==> config.mk <==
export PLATFORM = sky130hd
export DESIGN_NAME = lsu_ctrl
export DESIGN_NICKNAME = d
export VERILOG_FILES = /design/src/rtl/lsu_ctrl.sv
export SDC_FILE = /design/constraint.sdc
export NUM_CORES = 1
export LEC_CHECK = 0
export BUFFER_PORTS_ARGS = -buffer_cell sky130_fd_sc_hd__buf_2
export CAP_MARGIN = 20
export CORE_MARGIN = 3
export CORE_UTILIZATION = 46
export DETAILED_ROUTE_END_ITERATION = 12
export GPL_ROUTABILITY_DRIVEN = 0
export PLACE_DENSITY = 0.75
export SYNTH_ARGS = -nofsm -noshare
export SYNTH_HDL_FRONTEND = slang
export SYNTH_SLANG_ARGS = --single-unit
==> constraint.sdc <==
create_clock -name clk -period 5.5 [get_ports clk]
set_input_delay 1.375 -clock clk [delete_from_list [all_inputs] [get_ports clk]]
set_output_delay 1.375 -clock clk [all_outputs]
set_load 0.05 [all_outputs]
==> src/rtl/lsu_ctrl.sv <==
// Load/store sequencer between execute and the data-memory port.
// One op in flight; req/ready + rvalid handshake, lane strobes, load extension, flush/drain.
module lsu_ctrl #(
  parameter int unsigned TIMEOUT = 255,
  parameter int unsigned CNT_W   = 8
) (
  input  logic        clk,
  input  logic        rst,
  input  logic        in_valid,
  output logic        in_ready,
  input  logic        in_load,
  input  logic        in_store,
  input  logic [2:0]  in_funct3,
  input  logic [31:0] in_addr,
  input  logic [31:0] in_wdata,
  input  logic [4:0]  in_rd,
  input  logic        flush,
  output logic        mem_req,
  output logic        mem_we,
  output logic [31:0] mem_addr,
  output logic [31:0] mem_wdata,
  output logic [3:0]  mem_wstrb,
  input  logic        mem_ready,
  input  logic        mem_rvalid,
  input  logic [31:0] mem_rdata,
  output logic        wb_valid,
  output logic [4:0]  wb_rd,
  output logic [31:0] wb_data,
  output logic        done,
  output logic        exc_valid,
  output logic [3:0]  exc_cause
);

  typedef enum logic [2:0] {
    StIdle,
    StReq,
    StWait,
    StResp,
    StExc,
    StDrain
  } state_e;

  // Only meaningful when TIMEOUT != 0.
  localparam logic [CNT_W-1:0] LastCnt = CNT_W'(TIMEOUT - 1);

  state_e           state_q;
  logic             is_load_q;
  logic [2:0]       funct3_q;
  logic [1:0]       off_q;
  logic [4:0]       rd_q;
  logic [CNT_W-1:0] cnt_q;

  logic        accept;
  logic        illegal;
  logic        misaligned;
  logic [3:0]  strb_c;
  logic [31:0] wdata_c;
  logic [31:0] shifted;
  logic [31:0] ext_c;

  assign in_ready = (state_q == StIdle);

  always_comb begin
    accept = in_valid && (state_q == StIdle) && (in_load || in_store) && !flush;

    if (in_load) begin
      illegal = (in_funct3 == 3'd3) || (in_funct3 == 3'd6) || (in_funct3 == 3'd7);
    end else begin
      illegal = in_funct3[2] || (in_funct3[1:0] == 2'd3);
    end

    case (in_funct3[1:0])
      2'd1:    misaligned = in_addr[0];
      2'd2:    misaligned = |in_addr[1:0];
      default: misaligned = 1'b0;
    endcase

    case (in_funct3[1:0])
      2'd0: begin
        strb_c  = 4'b0001 << in_addr[1:0];
        wdata_c = {4{in_wdata[7:0]}};
      end
      2'd1: begin
        strb_c  = 4'b0011 << in_addr[1:0];
        wdata_c = {2{in_wdata[15:0]}};
      end
      default: begin
        strb_c  = 4'hF;
        wdata_c = in_wdata;
      end
    endcase
  end

  always_comb begin
    shifted = mem_rdata >> {off_q, 3'b000};
    case (funct3_q)
      3'd0:    ext_c = {{24{shifted[7]}}, shifted[7:0]};
      3'd1:    ext_c = {{16{shifted[15]}}, shifted[15:0]};
      3'd4:    ext_c = {24'b0, shifted[7:0]};
      3'd5:    ext_c = {16'b0, shifted[15:0]};
      default: ext_c = mem_rdata;
    endcase
  end

  always_ff @(posedge clk or posedge rst) begin
    if (rst) begin
      state_q   <= StIdle;
      is_load_q <= 1'b0;
      funct3_q  <= 3'd0;
      off_q     <= 2'd0;
      rd_q      <= 5'd0;
      cnt_q     <= '0;
      mem_req   <= 1'b0;
      mem_we    <= 1'b0;
      mem_addr  <= 32'd0;
      mem_wdata <= 32'd0;
      mem_wstrb <= 4'd0;
      wb_valid  <= 1'b0;
      wb_rd     <= 5'd0;
      wb_data   <= 32'd0;
      done      <= 1'b0;
      exc_valid <= 1'b0;
      exc_cause <= 4'd0;
    end else begin
      done      <= 1'b0;
      wb_valid  <= 1'b0;
      exc_valid <= 1'b0;
      unique case (state_q)
        StIdle: begin
          if (accept) begin
            is_load_q <= in_load;
            funct3_q  <= in_funct3;
            off_q     <= in_addr[1:0];
            rd_q      <= in_rd;
            mem_we    <= in_store;
            mem_addr  <= {in_addr[31:2], 2'b00};
            mem_wdata <= wdata_c;
            mem_wstrb <= in_store ? strb_c : 4'd0;
            if (illegal) begin
              state_q   <= StExc;
              exc_valid <= 1'b1;
              exc_cause <= 4'd2;
            end else if (misaligned) begin
              state_q   <= StExc;
              exc_valid <= 1'b1;
              exc_cause <= in_load ? 4'd4 : 4'd6;
            end else begin
              state_q <= StReq;
              mem_req <= 1'b1;
            end
          end
        end
        StReq: begin
          if (mem_ready) begin
            mem_req <= 1'b0;
            cnt_q   <= '0;
            if (!is_load_q) begin
              // A store taken by memory is committed even if flushed.
              if (flush) begin
                state_q <= StIdle;
              end else begin
                state_q <= StResp;
                done    <= 1'b1;
              end
            end else begin
              state_q <= flush ? StDrain : StWait;
            end
          end else if (flush) begin
            mem_req <= 1'b0;
            state_q <= StIdle;
          end
        end
        StWait: begin
          if (flush) begin
            state_q <= mem_rvalid ? StIdle : StDrain;
          end else if (mem_rvalid) begin
            state_q  <= StResp;
            wb_valid <= 1'b1;
            done     <= 1'b1;
            wb_rd    <= rd_q;
            wb_data  <= ext_c;
          end else if ((TIMEOUT != 0) && (cnt_q == LastCnt)) begin
            state_q   <= StExc;
            exc_valid <= 1'b1;
            exc_cause <= 4'd5;
          end else begin
            cnt_q <= cnt_q + 1'b1;
          end
        end
        StDrain: begin
          if (mem_rvalid) begin
            state_q <= StIdle;
          end
        end
        StResp:  state_q <= StIdle;
        StExc:   state_q <= StIdle;
        default: state_q <= StIdle;
      endcase
    end
  end

endmodule

* Yosys cells after proc, flatten, opt, wreduce, memory -nomap -nowiden
Index checks and enable logic that the tools add are counted.
** Operators by class
- Shift operators :: 3
- Add/sub/neg operators :: 1
- Bitwise gates (word level) :: 1
- Multiplexer cells :: 53
- Equal/unequal tests :: 25
- Reduce and logical (&&, ||, !) cells :: 21
** Operators by type and width (count)
- case mux 32 bit (4 select lines) :: 1
- case mux 32 bit (2 select lines) :: 1
- 2-to-1 mux 3 bit :: 12
- 2-to-1 mux 8 bit :: 4
- >> shifter 32 x 5 -> 16 bit :: 1
- 2-to-1 mux 4 bit :: 7
- 2-to-1 mux 1 bit :: 18
- inequality test 2 bit (second input constant) :: 8
- case mux 4 bit (2 select lines) :: 2
- case mux 8 bit (2 select lines) :: 1
- equality test 3 bit (second input constant) :: 5
- case mux 3 bit (4 select lines) :: 1
- AND reduction 5 bit :: 2
- adder 8 x 1 -> 8 bit (second input constant) :: 1
- equality test 8 bit (second input constant) :: 1
- case mux 1 bit (2 select lines) :: 4
- equality test 3 x 1 -> 1 bit (second input constant) :: 2
- equality test 3 x 2 -> 1 bit (second input constant) :: 2
- logical NOT 3 bit :: 2
- AND reduction 6 bit :: 1
- nonzero test 2 bit :: 3
- equality test 2 bit (second input constant) :: 2
- logical OR 1 bit :: 4
- 2-to-1 mux 2 bit :: 2
- other kinds (15) :: 17
** Storage, ports and cells
- Word-level logic and storage cells :: 121
- Bits of input ports :: 112
- Output and inout bits :: 115
- Bits in registers :: 134

* Depth between registers and ports, before layout
Gate-level depths: netlist of run 1.
- Depth in word-level cells :: 7
- Mapped depth :: 8
- Depth with buffers taken out :: 7

* Worst setup path before layout of run 1
No wires, ideal clock.
- Kind :: input -> register
- Start :: input in_funct3[0]
- End :: register exc_cause[1]
- Library setup time :: 125 ps
- Stages on the path :: 7
- Setup slack :: 2715 ps
- Arrival :: 2661 ps
- Required time :: 5375 ps
- Path buffers :: 0
- Cells stage by stage :: inv_1 -> ha_1 -> nand2b_1 -> a21oi_1 -> and3_1 -> a211o_1 -> mux2_2
** On the way
- Longest elaborated chain between the ends :: 7
- Elaborated cells on any way between the ends :: 16
- Those cells by class :: 7 x eq/ne; 5 x mux; 4 x reduce/logical
** RTL lines
- start, declared :: line 13 : input logic [2:0] in_funct3,
- equality test 3 x 2 -> 1 bit or equality test 3 bit (tied branches) :: line 67 : illegal = (in_funct3 == 3'd3) || (in_funct3 == 3'd6) || (in_funct3 == 3'd7);
- logical OR 1 bit (2 in series) :: line 67
- 2-to-1 mux 1 bit :: line 66 : if (in_load) begin
- 2-to-1 mux 4 bit :: line 139 : if (illegal) begin
- 2-to-1 mux 4 bit :: line 130 : if (accept) begin
- case mux 4 bit (2 select lines) :: line 128 : unique case (state_q)
- end signal, assigned :: line 146 : exc_cause <= in_load ? 4'd4 : 4'd6;
- end, declared :: line 31 : output logic [3:0] exc_cause
Parallel ways exist; a longest one is shown, timed or not. The select of a mux whose other input is x is not followed.
A chain may end at the register's enable or synchronous reset.

* Worst setup path in the final report of run 1
- Start :: input flush
- End :: register wb_data[22]
** On the way
- Longest elaborated chain between the ends :: 2
** RTL lines
- start, declared :: line 17 : input logic flush,
- NOT 1 bit (no line)
- AND reduction 3 bit (no line)
- end signal, assigned :: line 181 : wb_data <= ext_c;
- end, declared :: line 28 : output logic [31:0] wb_data,
No other way between the ends.

==> metrics.cfg, run 1 <==
[worst_setup_path]
rr_worst_depth=6
worst_path_max_delay_cell=inv_1
r2r-end=wb_data[14]
arrival_ns=3.64
critPathMaxFanout=47
critical_path_required_ns=5.76
crit_chain=buf_2 > inv_1 > ha_1 > nand2_1 > or2_2 > inv_1 > nand3_1 > nand3_1
worstReg2RegStart=state_q[0]
path_class=in -> reg
reg2reg_slack_ns=2.73
cp-start-kind=input pin
slowest_delay_ns=0.68
cp-end-kind=flip-flop

[sta]
rsz0062_at_grt=no
maxSlewHeadroom_pct=28.6
clock_skew_ns=0.00656
worst_pin_slew_ns=1.07
layout_setup_ws_ns=2.12
hold_viol=0
fin_setup_tns_ns=0
post-route-period-util_pct=61.4
setup_viol=0
report.final.slew_viol_count=0
holdWs_ns=0.465
finalCriticalPeriod_ns=3.38
fmax_ghz=0.296

[synthesis]
synthFlopType=dfrtp_1
synth.area.top_cells=dfrtp_1, nand2_1, o21ai_0
synth.distinct_cells=50
synthCells=723
avgSynthCellArea_um2=8.77
yosysWarnings=0
ys_seq_area_share_pct=52.5
ys_async_sr_fraction_pct=100
yosys.area.top_type=dfrtp_1
synth_edf_count=0
syn_area_um2=6340
yosysTopAreaCellShare_pct=52.5
synth-seq-cells=133

[clock_tree]
cts_buffers=17
path_clk_slew_ns=0.06
postCtsHoldBufs=0
clkSinkCount=133
cts.htree.levels=4
cts_setup_buffers=0
cts_root_buffer=clkbuf_16
ctsResizeCount=0
insertion_delay_ns=0.42
cts_tree=yes
clock_path_buffers=2

[routing]
wl_per_cell_um=16.2
vias=5848
drt_wl_total_mm=18.0
viasPerCell=5.26
first_pass_iters=5
drcViolationCount=0
drt-initial-drc-count=509
ant_nets=0

[place]
place_inst=1080
post-place-ws_ns=1.70
io_buffer_count=223
placed_area_um2=7510
dp_hpwl_mm=12.8

[hold_path]
min_to=mem_addr[27]
holdPathStages=2
min_from=mem_addr[27]
hold_path_class=reg -> reg

[cells_and_area]
layout.cells.non_filler=1112
final_common_cell=buf_2
syn_to_final_growth_pct=28.1
antenna_cells=0
finish.net_count=1047
final_util_pct=60.9
final_cell_mix=buf_2, nand2_1, dfrtp_1, nor2_1, o21ai_0
fin_area_um2=8130
drive_gt1_share_pct=29.0

[global_routing]
grtUsageTotal_pct=23.4
antenna_found_initial=0
met1_usage_pct=31.2
met3_usage_pct=6.08
met2_usage_pct=37.0
grt_pass1_vias=5363
grt_max_degree=98
grt_first_pass_wirelength_mm=27.8
globalRoute.busiestLayer=met2
gr-total-overflow=0

[power_and_ir_drop]
power.total_mw=5.61
p_per_area_nw_per_um2=691
leakage_nw=4.32
ir_worst_vdd_mv=0.348

[flow_run]
cap_violations=0

[die]
die_w_um=123
rows=42
die_area_um2=15200
initial_core_util_pct=47.5
io_pins=227
die_h_um=123
core-area_um2=13300

[run_status]
outcome=finished, final reports clean

-- cells in the mapped netlist, drive strengths merged (2+ instances only) --
| cell type | number |
|---|---|
| a22oi | 16 |
| ha | 12 |
| a21oi | 41 |
| a31oi | 9 |
| or3 | 3 |
| o21a | 2 |
| o22ai | 7 |
| nand2b | 7 |
| nand2 | 222 |
| and2b | 2 |
| o21ai | 53 |
| inv | 13 |
| dfrtp | 133 |
| a211o | 2 |
| nor3b | 2 |
| mux2i | 24 |
| xor2 | 3 |
| and2 | 4 |
| o22a | 2 |
| nand3 | 38 |
| and3 | 2 |
| nand4 | 3 |
| nor3 | 2 |
| buf | 25 |
| nor2 | 54 |
| clkbuf | 24 |
-- where the power goes --
part	switching, mW	internal, mW
clock	0.424	0.751
combinational	2.07	0.643
sequential	0.324	1.40
total	2.82	2.79
-- critical path, delay by kind of cell --
kind	cells	cell delay (ns)
buffers and inverters	3	0.94
adder cells (fa/ha/maj)	1	0.20
AND/OR/NAND/NOR	4	1.09
-- area by class of cell --
| type | count | area, µm² |
|---|---|---|
| clock buffer | 21 | 470 |
| clock inverter | 11 | 148 |
| fill | 1209 | 5220 |
| inverter | 13 | 53.8 |
| multi-input combinational | 530 | 2750 |
| sequential | 133 | 3330 |
| tap | 176 | 220 |
| timing repair buffer | 228 | 1150 |
-- worst max-delay path by stage --
stage,slack (ns),start,to
5_1_grt,1.86,flush,wb_data[13]
2_1_floorplan,0.57,rst,cnt_q[0]
6_report,2.12,flush,wb_data[22]
3_3_place_gp,1.80,flush,wb_data[18]
3_5_place_dp,1.70,flush,wb_data[19]
4_1_cts,2.15,flush,wb_data[22]
-- flip-flops by register name, summed over array words and instances (netlist names), 2 cells and up --
signal     flops
cnt_q          8
exc_cause      3
funct3_q       3
mem_addr      30
mem_wdata     32
mem_wstrb      4
off_q          2
rd_q           5
state_q        3
wb_data       32
wb_rd          5
-- logic make-up (layout without fill, tap and decap cells) --
family / Yosys count / after routing / synth area share, %
XOR/XNOR: 3 / 3 / 0.414
AO/OA/AOI/OAI: 140 / 140 / 13.0
other: 1 / 3 / 0.0591
multiplexers: 26 / 26 / 4.32
buffers and inverters: 62 / 273 / 4.42
adder cells (fa/ha/maj): 12 / 12 / 2.37
AND/OR/NAND/NOR: 346 / 346 / 22.9
flip-flops: 133 / 133 / 52.5
-- routing by layer --
metal	routed length [µm]	up-vias
met3	1340	39
met5	0	-
met4	439	0
met1	7470	2728
met2	8710	249
li1	-	2832
No activity file was read; power rests on OpenSTA's default activity.
==> run 2: changes to the inputs <==
Clock period 5.5 ns to 3.35 ns, I/O delays scaled along.
==> run 2 against run 1 <==
Against the previous run:
- global-route usage increased by 0.19 points
- sequential power grew 62%
- critical path depth decreased by 5
- worst hold slack improved by 0.0022 ns
- combinational power rose by 67%
- critical path type is now reg -> out
==> metrics.cfg, run 2 (synthesized netlist as in run 1, its figures left out) <==
[run_status]
outcome=finished, final reports clean  ; unchanged

[worst_setup_path]
crit_chain=or3_1 > inv_1 > buf_2  ; was buf_2 > inv_1 > ha_1 > nand2_1 > or2_2 > inv_1 > nand3_1 > nand3_1
slowest_delay_ns=0.52  ; was 0.68 ns
worstReg2RegStart=off_q[0]  ; was state_q[0]
critical_path_required_ns=2.51  ; was 5.76 ns
rr_worst_depth=5  ; was 6
arrival_ns=1.89  ; was 3.64 ns
critPathMaxFanout=11  ; was 47
cp-end-kind=output port  ; was flip-flop
path_class=reg -> out  ; was in -> reg
reg2reg_slack_ns=0.94  ; was 2.73 ns
cp-start-kind=flip-flop  ; was input pin
r2r-end=wb_data[17]  ; was wb_data[14]
worst_path_max_delay_cell=dfrtp_1  ; was inv_1

[routing]
drt-initial-drc-count=583  ; was 509
drt_wl_total_mm=18.2  ; was 18.0 mm
viasPerCell=5.31  ; was 5.26
ant_nets=0  ; unchanged
drcViolationCount=0  ; unchanged
vias=5955  ; was 5,848
first_pass_iters=7  ; was 5
wl_per_cell_um=16.2  ; about the same

[sta]
post-route-period-util_pct=81.5
fin_setup_tns_ns=0  ; unchanged
setup_viol=0  ; unchanged
hold_viol=0  ; unchanged
maxSlewHeadroom_pct=38.2  ; was 28.6%
clock_skew_ns=0.00862  ; was 0.00656 ns
rsz0062_at_grt=no  ; unchanged
worst_pin_slew_ns=0.928  ; was 1.07 ns
layout_setup_ws_ns=0.620  ; was 2.12 ns
finalCriticalPeriod_ns=2.73
holdWs_ns=0.468  ; was 0.465 ns
report.final.slew_viol_count=0  ; unchanged
fmax_ghz=0.366

[place]
io_buffer_count=223  ; unchanged
post-place-ws_ns=0.596  ; was 1.70 ns
dp_hpwl_mm=13.2  ; was 12.8 mm

[die]
die_area_um2=15200  ; unchanged
io_pins=227  ; unchanged
die_w_um=123  ; unchanged
initial_core_util_pct=47.5  ; unchanged
core-area_um2=13300  ; unchanged
rows=42  ; unchanged
die_h_um=123  ; unchanged

[clock_tree]
cts.htree.levels=4  ; unchanged
cts_tree=yes  ; unchanged
cts_buffers=17  ; unchanged
ctsResizeCount=0  ; unchanged
postCtsHoldBufs=0  ; unchanged
insertion_delay_ns=0.41  ; was 0.42 ns
path_clk_slew_ns=0.06  ; about the same
clock_path_buffers=2  ; unchanged
clkSinkCount=133  ; unchanged
cts_setup_buffers=0  ; unchanged
cts_root_buffer=clkbuf_16  ; unchanged

[global_routing]
grt_max_degree=79  ; was 98
grt_pass1_vias=5631  ; was 5,363
gr-total-overflow=0  ; unchanged
grt_first_pass_wirelength_mm=28.1  ; was 27.8 mm
antenna_found_initial=0  ; unchanged
grtUsageTotal_pct=23.6  ; was 23.4%

[hold_path]
min_to=mem_addr[19]  ; was mem_addr[27]
holdPathStages=2  ; unchanged
min_from=mem_addr[19]  ; was mem_addr[27]
hold_path_class=reg -> reg  ; unchanged

[power_and_ir_drop]
ir_worst_vdd_mv=0.639  ; was 0.348 mV
leakage_nw=4.37  ; was 4.32 nW
power.total_mw=9.16  ; was 5.61 mW
p_per_area_nw_per_um2=1110  ; was 691 nW/µm²

[cells_and_area]
antenna_cells=0  ; unchanged
finish.net_count=1057  ; was 1,047
drive_gt1_share_pct=29.7  ; was 29.0%
final_common_cell=buf_2  ; unchanged
syn_to_final_growth_pct=29.5  ; was 28.1%
final_cell_mix=buf_2, nand2_1, dfrtp_1, nor2_1, o21ai_0  ; unchanged
fill_cells=1194  ; was 1,209
reg.largest.list=mem_wdata: 32 flops, wb_data: 32 flops, mem_addr: 30 flops  ; unchanged

[flow_run]
cap_violations=0  ; unchanged

run 2: cell types whose count changed in the layout (fill, tap and decap cells not counted), moves of 2 or more:
| cell | previous run | this run |
|---|---|---|
| buf_4 | 5 | 11 |
| clkinv_4 | 2 | 4 |
| buf_12 | 0 | 4 |
| clkinv_2 | 3 | 6 |
| inv_6 | 3 | 0 |
run 2: final cells by class:
class	instances	area [µm²]	area share, %
sequential	133	3330	40.5
multi-input combinational	530	2750	33.5
timing repair buffer	238	1280	15.6
clock buffer	19	453	5.51
tap	176	220	2.68
clock inverter	13	133	1.61
inverter	13	52.6	0.640
run 2: how the worst max path moves through the flow:
| stage | slack [ns] | end | from |
|---|---|---|---|
| after floorplan | 0.86 | cnt_q[0] | rst |
| after detailed placement | 0.60 | exc_cause[1] | in_funct3[1] |
| after global routing | 0.56 | in_ready | state_q[2] |
| after global placement | 0.68 | exc_cause[1] | in_funct3[1] |
| after CTS | 0.62 | in_ready | state_q[2] |
| final | 0.62 | in_ready | state_q[2] |
run 2: critical path, delay by kind of cell (launching register included):
family / cells / cell delay (ns)
flip-flops: 1 / 0.52
buffers and inverters: 2 / 0.46
AND/OR/NAND/NOR: 1 / 0.51
run 2: layer usage:
layer | wire length (µm) | track usage [%] | up-vias | part of all wire (%)
li1 | - | - | 2845 | -
met3 | 1410 | 7.00 | 25 | 7.7
met1 | 7490 | 30.5 | 2840 | 41
met2 | 9010 | 38.6 | 245 | 50
met5 | 0 | 0 | - | 0
met4 | 272 | 6.92 | 0 | 1.5
run 2: stage by stage:
step	utilization [%]	std cells	area, µm²
5_1_grt	61.5	1122	8210
3_5_place_dp	57.2	1090	7630
3_3_place_gp	57.2	1090	7630
2_1_floorplan	-	725	6350
6_report	61.5	1122	8210
4_1_cts	61.5	1122	8210
run 2: where the power goes:
group / total [mW] / leakage [nW] / switching (mW) / internal [mW]
registers: 2.79 / 1.67 / 0.493 / 2.30
logic: 4.54 / 2.40 / 3.45 / 1.09
clock network: 1.83 / 0.292 / 0.699 / 1.13
==> run 3: changes to the inputs <==
Clock period 3.35 ns to 2.6 ns, I/O delays scaled along.
==> run 3 against run 2 <==
Against the previous run:
- first-iteration DRC count rose by 17%
- combinational power rose by 30%
- largest cell class unchanged
- power rose by 29%
- clock skew rose by 0.0026 ns
- register-to-register slack got worse by 0.60 ns
- sequential cell count did not move
- highest routed layer unchanged
- design area fell by 0.14%
- via count fell by 0.87%
- utilization fell by 0.084 points
- sequential share of layout area rose by 0.056 points
- global-route usage rose by 0.17 points
- non-clock buffer count fell by 1
==> metrics.cfg, run 3 (synthesized netlist as in run 1, its figures left out) <==
[place]
dp_hpwl_mm=12.8  ; was 13.2 mm
place_inst=1089  ; was 1,090
io_buffer_count=223  ; unchanged

[clock_tree]
clock_path_buffers=2  ; unchanged
cts_tree=yes  ; unchanged
path_clk_slew_ns=0.06  ; about the same
cts_buffers=17  ; unchanged
insertion_delay_ns=0.42  ; was 0.41 ns
cts_root_buffer=clkbuf_16  ; unchanged
cts.htree.levels=4  ; unchanged
postCtsHoldBufs=0  ; unchanged
clkSinkCount=133  ; unchanged

[die]
initial_core_util_pct=47.5  ; unchanged
die_h_um=123  ; unchanged
core-area_um2=13300  ; unchanged
die_area_um2=15200  ; unchanged
io_pins=227  ; unchanged
rows=42  ; unchanged
die_w_um=123  ; unchanged

[hold_path]
hold_path_class=in -> async  ; was reg -> reg

[sta]
finalCriticalPeriod_ns=2.48
fin_setup_tns_ns=0  ; unchanged
post-route-period-util_pct=95.4
rsz0062_at_grt=no  ; unchanged
maxSlewHeadroom_pct=61.3  ; was 38.2%
hold_viol=0  ; unchanged
worst_pin_slew_ns=0.581  ; was 0.928 ns
fmax_ghz=0.403
report.final.slew_viol_count=0  ; unchanged
setup_viol=0  ; unchanged
clock_skew_ns=0.0112  ; was 0.00862 ns

[power_and_ir_drop]
p_clk_share_pct=19.8  ; was 20.0%
p_comb_share_pct=50.1  ; was 49.6%
leakage_nw=4.36  ; was 4.37 nW
p_per_area_nw_per_um2=1440  ; was 1110 nW/µm²
switching_power_mw=6.01  ; was 4.64 mW
switching_share_pct=50.9  ; was 50.7%
internal_power_mw=5.79  ; was 4.51 mW
ir_worst_vdd_mv=0.804  ; was 0.639 mV
pwr-share-seq_pct=30.1  ; was 30.5%

[worst_setup_path]
path_delay_family=flip-flops  ; unchanged
worst_path_max_delay_cell=dfrtp_1  ; unchanged
slowest_delay_ns=0.51  ; was 0.52 ns
rr_worst_depth=5  ; unchanged
critPathMaxFanout=11  ; unchanged
crit_chain=or3_1 > inv_1 > clkbuf_4  ; was or3_1 > inv_1 > buf_2
cp-end-kind=output port  ; unchanged
path_class=reg -> out  ; unchanged
worstReg2RegStart=off_q[1]  ; was off_q[0]
r2r-end=wb_data[18]  ; was wb_data[17]
crit_buf_inv=2  ; unchanged
arrival_ns=1.83  ; was 1.89 ns
reg2reg_slack_ns=0.34  ; was 0.94 ns
cp-start-kind=flip-flop  ; unchanged
critical_path_required_ns=1.95  ; was 2.51 ns

[global_routing]
grt_max_degree=101  ; was 79
antenna_found_initial=0  ; unchanged
grt_first_pass_wirelength_mm=28.0  ; was 28.1 mm
gr-total-overflow=0  ; unchanged
grt_pass1_vias=5611  ; was 5,631
grtUsageTotal_pct=23.8  ; was 23.6%

[run_status]
outcome=finished, final reports clean  ; unchanged

[routing]
wl_per_cell_um=16.1  ; was 16.2 µm
viasPerCell=5.27  ; was 5.31
vias=5903  ; was 5,955
ant_nets=0  ; unchanged
first_pass_iters=5  ; was 7
drt-initial-drc-count=680  ; was 583
drcViolationCount=0  ; unchanged
drt_wl_total_mm=18.0  ; was 18.2 mm

[cells_and_area]
reg.largest.list=mem_wdata: 32 flops, wb_data: 32 flops, mem_addr: 30 flops  ; unchanged
final_common_cell=buf_2  ; unchanged
drive_gt1_share_pct=29.6  ; was 29.7%
antenna_cells=0  ; unchanged
layout.cells.non_filler=1121  ; was 1,122
syn_to_final_growth_pct=29.4  ; was 29.5%
final_cell_mix=buf_2, nand2_1, dfrtp_1, nor2_1, o21ai_0  ; unchanged
finish.net_count=1056  ; was 1,057

[flow_run]
cap_violations=0  ; unchanged

-- run 3: changes by cell type in the layout (fill, tap and decap cells not counted) --
cell	previous run	this run
buf_2	223	222
buf_4	11	10
clkbuf_4	0	1
clkbuf_8	2	0
clkinv_2	6	5
clkinv_4	4	1
clkinvlp_4	2	4
inv_6	0	3
inv_8	0	1
-- run 3: how the worst max path moves through the flow --
stage	startpoint	endpoint	slack, ns	cells after the start
3_5_place_dp	in_funct3[0]	exc_cause[1]	0.28	8
5_1_grt	state_q[2]	in_ready	0.01	3
3_3_place_gp	in_funct3[1]	exc_cause[1]	0.36	8
2_1_floorplan	rst	cnt_q[0]	0.30	1
6_report	state_q[2]	in_ready	0.12	3
4_1_cts	state_q[2]	in_ready	0.07	3
-- run 3: timing repair --
| item | CTS | global route |
|---|---|---|
| resized for setup | 0 | 1 |
| buffers inserted | 0 | 0 |
| endpoints found under the setup margin | 0 | 1 |
-- run 3: area by class of cell --
class | instances | area, µm²
Multi-Input combinational cell | 530 | 2750
Inverter | 13 | 52.6
Tap cell | 176 | 220
Clock inverter | 15 | 154
Clock buffer | 17 | 425
Fill cell | 1206 | 5140
Sequential cell | 133 | 3330
Timing Repair Buffer | 237 | 1270
-- run 3: power by group through the flow --
stage	clock network, mW	registers, mW	logic, mW
global placement	0	3.54	5.85
CTS	2.39	3.55	5.93
finish	2.34	3.55	5.91
detailed placement	0	3.56	5.92
floorplan	0	6.18	1.81
global route	2.49	3.67	6.33
-- run 3: layer usage --
| metal | vias to the layer above | wire length [µm] | global-route usage, % |
|---|---|---|---|
| li1 | 2841 | - | - |
| met1 | 2754 | 7440 | 31.0 |
| met2 | 273 | 8600 | 37.5 |
| met3 | 35 | 1530 | 6.18 |
| met4 | 0 | 469 | 10.4 |
| met5 | - | 0 | 0 |
-- run 3: metrics by stage --
| step | hold slack (ns) | instance area (µm²) | utilization, % | total power, mW | setup WS (ns) |
|---|---|---|---|---|---|
| 2_1_floorplan | 0.439 | 6350 | - | 7.98 | 0.299 |
| 3_3_place_gp | 0.448 | 7620 | 57.1 | 9.38 | 0.356 |
| 3_5_place_dp | 0.453 | 7620 | 57.1 | 9.48 | 0.281 |
| 4_1_cts | 0.324 | 8200 | 61.4 | 11.9 | 0.0731 |
| 5_1_grt | 0.332 | 8200 | 61.5 | 12.5 | 0.0105 |
| 6_report | 0.331 | 8200 | 61.5 | 11.8 | 0.119 |
-- run 3: worst min-delay path: cells and delay by family --
family   cells  cell delay (ns)
buf+inv      3             0.47
